$ cat src/rtl/pcm_stream_ctrl.sv
// pcm_stream_ctrl: sample-rate scheduler that drains a PCM byte FIFO into the PWM DAC,
// parking the DAC at midscale on underrun or stop.
module pcm_stream_ctrl #(
    parameter int          FIFO_DEPTH  = 16,
    parameter int          DIV_WIDTH   = 16,
    parameter int unsigned DEFAULT_DIV = 2267
) (
    input  logic                          clk,
    input  logic                          resetn,
    input  logic                          enable,
    input  logic                          wr_valid,
    input  logic [7:0]                    wr_data,
    output logic                          wr_ready,
    input  logic                          flush,
    input  logic                          div_we,
    input  logic [DIV_WIDTH-1:0]          div_i,
    input  logic                          underrun_clr,
    output logic                          pwm_we,
    output logic [7:0]                    pwm_pcm,
    output logic [$clog2(FIFO_DEPTH):0]   fifo_level,
    output logic                          irq_half,
    output logic                          underrun
);
    localparam int AW = $clog2(FIFO_DEPTH);
    localparam int LW = AW + 1;

    typedef enum logic [1:0] {IDLE, PLAY, STARVED} state_t;

    state_t               state_q;
    logic [DIV_WIDTH-1:0] div_q, cnt_q;
    logic [AW-1:0]        wptr_q, rptr_q;
    logic [AW:0]          level_q;
    logic [7:0]           mem_q [FIFO_DEPTH];
    logic [7:0]           pcm_q;
    logic                 pwm_we_q, underrun_q;
    logic                 running, empty, full, tick, push, pop, starve;

    assign running  = state_q != IDLE;
    assign empty    = level_q == '0;
    assign full     = level_q == LW'(FIFO_DEPTH);
    assign wr_ready = !full && !flush;
    assign push     = wr_valid && wr_ready;
    // enable low wins over a coinciding tick; flush makes the tick see an empty FIFO
    assign tick     = running && enable && cnt_q == '0;
    assign pop      = tick && !empty && !flush;
    assign starve   = tick && !pop;

    assign pwm_we     = pwm_we_q;
    assign pwm_pcm    = pcm_q;
    assign fifo_level = level_q;
    assign irq_half   = running && level_q <= LW'(FIFO_DEPTH / 2);
    assign underrun   = underrun_q;

    always_ff @(posedge clk) begin
        if (push) mem_q[wptr_q] <= wr_data;
    end

    always_ff @(posedge clk) begin
        if (!resetn) begin
            state_q    <= IDLE;
            div_q      <= DIV_WIDTH'(DEFAULT_DIV);
            cnt_q      <= '0;
            wptr_q     <= '0;
            rptr_q     <= '0;
            level_q    <= '0;
            pcm_q      <= 8'h80;
            pwm_we_q   <= 1'b0;
            underrun_q <= 1'b0;
        end else begin
            pwm_we_q   <= 1'b0;
            underrun_q <= starve || (underrun_q && !underrun_clr);
            if (div_we) div_q <= div_i;
            if (flush) begin
                wptr_q  <= '0;
                rptr_q  <= '0;
                level_q <= '0;
            end else begin
                if (push) wptr_q <= wptr_q + AW'(1);
                if (pop) rptr_q <= rptr_q + AW'(1);
                level_q <= level_q + LW'(push) - LW'(pop);
            end
            if (!running) begin
                cnt_q <= enable ? div_q : '0;
                if (enable) state_q <= PLAY;
            end else if (!enable) begin
                state_q  <= IDLE;
                cnt_q    <= '0;
                pwm_we_q <= 1'b1;
                pcm_q    <= 8'h80;
            end else begin
                cnt_q <= tick ? div_q : cnt_q - DIV_WIDTH'(1);
                if (pop) begin
                    state_q  <= PLAY;
                    pwm_we_q <= 1'b1;
                    pcm_q    <= mem_q[rptr_q];
                end else if (starve && state_q == PLAY) begin
                    state_q  <= STARVED;
                    pwm_we_q <= 1'b1;
                    pcm_q    <= 8'h80;
                end
            end
        end
    end
endmodule

$ cat config.mk
export PLATFORM = sky130hd
export DESIGN_NAME = pcm_stream_ctrl
export DESIGN_NICKNAME = d
export VERILOG_FILES = /design/src/rtl/pcm_stream_ctrl.sv
export SDC_FILE = /design/constraint.sdc
export NUM_CORES = 1
export LEC_CHECK = 0
export BUFFER_PORTS_ARGS = -buffer_cell sky130_fd_sc_hd__buf_4
export CORE_MARGIN = 2
export CORE_UTILIZATION = 35
export CTS_BUF_LIST = sky130_fd_sc_hd__clkbuf_4
export DETAILED_ROUTE_END_ITERATION = 8
export GPL_ROUTABILITY_DRIVEN = 0
export PLACE_DENSITY = 0.49
export SYNTH_ARGS = -nofsm -noshare
export SYNTH_HDL_FRONTEND = slang
export SYNTH_SLANG_ARGS = --single-unit
$ cat constraint.sdc
create_clock -name clk -period 4 [get_ports clk]
set_input_delay 0.4 -clock clk [delete_from_list [all_inputs] [get_ports clk]]
set_output_delay 0.4 -clock clk [all_outputs]
set_load 0.03 [all_outputs]
==> metrics.txt <==
pwr dens=393 nW/um2; global-route wire length before repair=25,200 um; vias=4,257; hold crit path type=input port to register; Relative slew margins=36.1%; Tcrit/Tclk final=74.1%; die area=23,000 um2; post-route insts no fill=854; I/O Pins=48; clock sinks=189; die width=152 um; maximum clock frequency=0.337 GHz; number of global-route vias before repair=4,382; H-tree depth=4; Mapped Area=7630 um2; clock-pin slew on the worst setup and hold paths=0.16 ns; syn avg cell area=15.1 um2; Post-synth top flop=edfxtp_1; maxcap violations=0; largest net degree at the start of global routing=35; Slew @ Worst Pin=0.958 ns; root buf cell=clkbuf_4; Yosys reg bits=189; Synth Warn #=0; Req. time, crit path=4.43 ns; Post-DRT Antenna Nets=0; Worst Path Max Fanout=15; gr usage total=15.0%; Seq/Total Area, Yosys=66.4%; synth unique cells=46; drt via density=4.98; RSZ-0062 raised after global routing=false; CP arrival=3.39 ns; synthesized net count=553; hold path startpoint=div_i[0]; GRT overflow=0; Startpoint Class=register; most common cell after layout, fill and taps aside=edfxtp_1; Post-CTS Repair Setup Buffers=0; critical path class=register to register; Core Area=21,600 um2; Async S/R FF share, synth=0%; dpl cells=817; Port Buffer Count=47; commonest cells after routing, fill and taps aside=edfxtp_1, dfxtp_1, buf_4; Detail Placement HPWL=11,000 um; DR WL/cell=19.2 um; Setup TNS Final=0 ns; initial antenna violation count=1; final-report setup violation count=0; initial cell density of the core=35.3%; final hold vios=0; Placement Rows=54; DRT Wirelength=16,400 um; CP startpoint=cnt_q[2]; EDFF count, synth=128; status=finished, final reports clean; fin nets=607; final slew viol count=0; min cycle time layout=2.96 ns; Post-Route Skew=0.0247 ns; layout cells sized above 1=22.2%; start of the worst register-to-register path=cnt_q[2]; TritonCTS clock tree=yes; Pre-Repair DR Iteration Count=4; filler instances=2,047; Die Span Y=152 um; # hold bufs at CTS=4; worst-skew pair later-pin latency=0.56 ns; post-cts sizing count=0; initial DRC count=282; Crit. End Element=register; area delta synth->final=13.1%; CTS Buf Count=17; post-synthesis instance total=506; worst vdd ir=251 uV; Leakage=2.92 nW; DRC viols=0; Clock Path Buffers=2
==> state kept, by name, summed over array words and instances (netlist names), named ones only <==
signal	count
mem_q	128
cnt_q	16
div_q	16
pwm_pcm	8
fifo_level	5
rptr_q	4
wptr_q	4
state_q	2
pwm_we	1
underrun	1
==> stage by stage <==
stage	hold WS (ns)	power (mW)	setup WS, ns	cell area, um2	util (%)
final	0.0673	3.39	1.04	8630	39.9
after global routing	0.000983	3.55	0.813	8630	39.9
after CTS	0.0138	3.43	1.02	8620	39.9
after detailed placement	0.449	2.40	1.06	8300	38.4
after global placement	0.446	2.39	1.12	8300	38.4
after floorplan	0.442	2.31	0.833	7630	-
==> cells in the mapped netlist, types with 2 or more instances <==
master,instances,area [um2]
a32oi_1,9,78.8
a32o_1,3,30.0
a31oi_1,4,25.0
and2_1,3,18.8
dfxtp_1,61,1220
xnor2_1,12,105
inv_1,19,71.3
nor4_1,3,18.8
nor3_1,6,30.0
a211oi_1,4,30.0
a22o_1,8,70.1
nand2_1,28,105
nor2_1,43,161
clkbuf_1,17,63.8
or3_1,2,12.5
o21ai_0,4,20.0
buf_1,2,7.51
a22oi_1,16,120
edfxtp_1,128,3840
ha_1,15,188
xor2_1,10,87.6
nand3_1,4,20.0
nor2b_1,20,125
buf_2,5,25.0
nand2b_1,4,25.0
nand4_1,3,18.8
mux4_2,32,721
a311oi_1,2,17.5
mux2i_1,17,170
a21oi_1,6,30.0
==> final cells by class <==
| type | count | area [um2] | area share [%] |
|---|---|---|---|
| Sequential cell | 189 | 5070 | 58.7 |
| Multi-Input combinational cell | 274 | 2390 | 27.8 |
| Timing Repair Buffer | 59 | 453 | 5.25 |
| Tap cell | 280 | 350 | 4.06 |
| Clock inverter | 15 | 159 | 1.84 |
| Clock buffer | 17 | 128 | 1.48 |
| Inverter | 19 | 71.3 | 0.827 |
| Antenna cell | 1 | 2.50 | 0.0290 |
==> power by group <==
part	leakage (nW)	internal, mW	total (mW)	switching, mW
logic	1.11	0.0992	0.231	0.131
registers	1.65	2.11	2.13	0.0187
clock network	0.154	0.290	1.03	0.739
total	2.92	2.50	3.39	0.889
==> critical path: stages (launching register included) <==
cell and delay (ns):
dfxtp_1 0.38, or3_1 0.44, nor3b_4 0.21, buf_4 0.22, and4_1 0.31, ha_1 0.15
inv_1 0.03, ha_1 0.19, fa_1 0.41, a21oi_1 0.15, nor2_1 0.05, nor2_1 0.11
xnor2_1 0.13, nor2_1 0.05
==> routing by layer <==
layer / global-route usage [%] / vias to the layer above / wire [um]
met5: 0 / - / 0
met4: 2.36 / 0 / 106
met3: 3.80 / 9 / 905
met2: 24.5 / 94 / 7670
met1: 20.8 / 2126 / 7730
li1: - / 2028 / -
==> final timing paths <==
kind	to	slack, ns	cells after the start
min reg2reg	pwm_pcm[7]	0.47	2
max reg2reg	fifo_level[4]	1.04	13
max	fifo_level[4]	1.04	13
min	div_q[0]	0.07	3
==> logic make-up after synthesis <==
logic type / after synthesis / share of synthesized area (%)
AOI/OAI and AO/OA: 62 / 6.15
xor gates and xnor gates: 22 / 2.53
DFF: 189 / 66.4
buffers and inverters: 43 / 2.20
muxes: 49 / 11.7
adders and majority gates: 16 / 2.72
and+or+nand+nor: 125 / 8.32
Power figures use the tool's default switching activity.
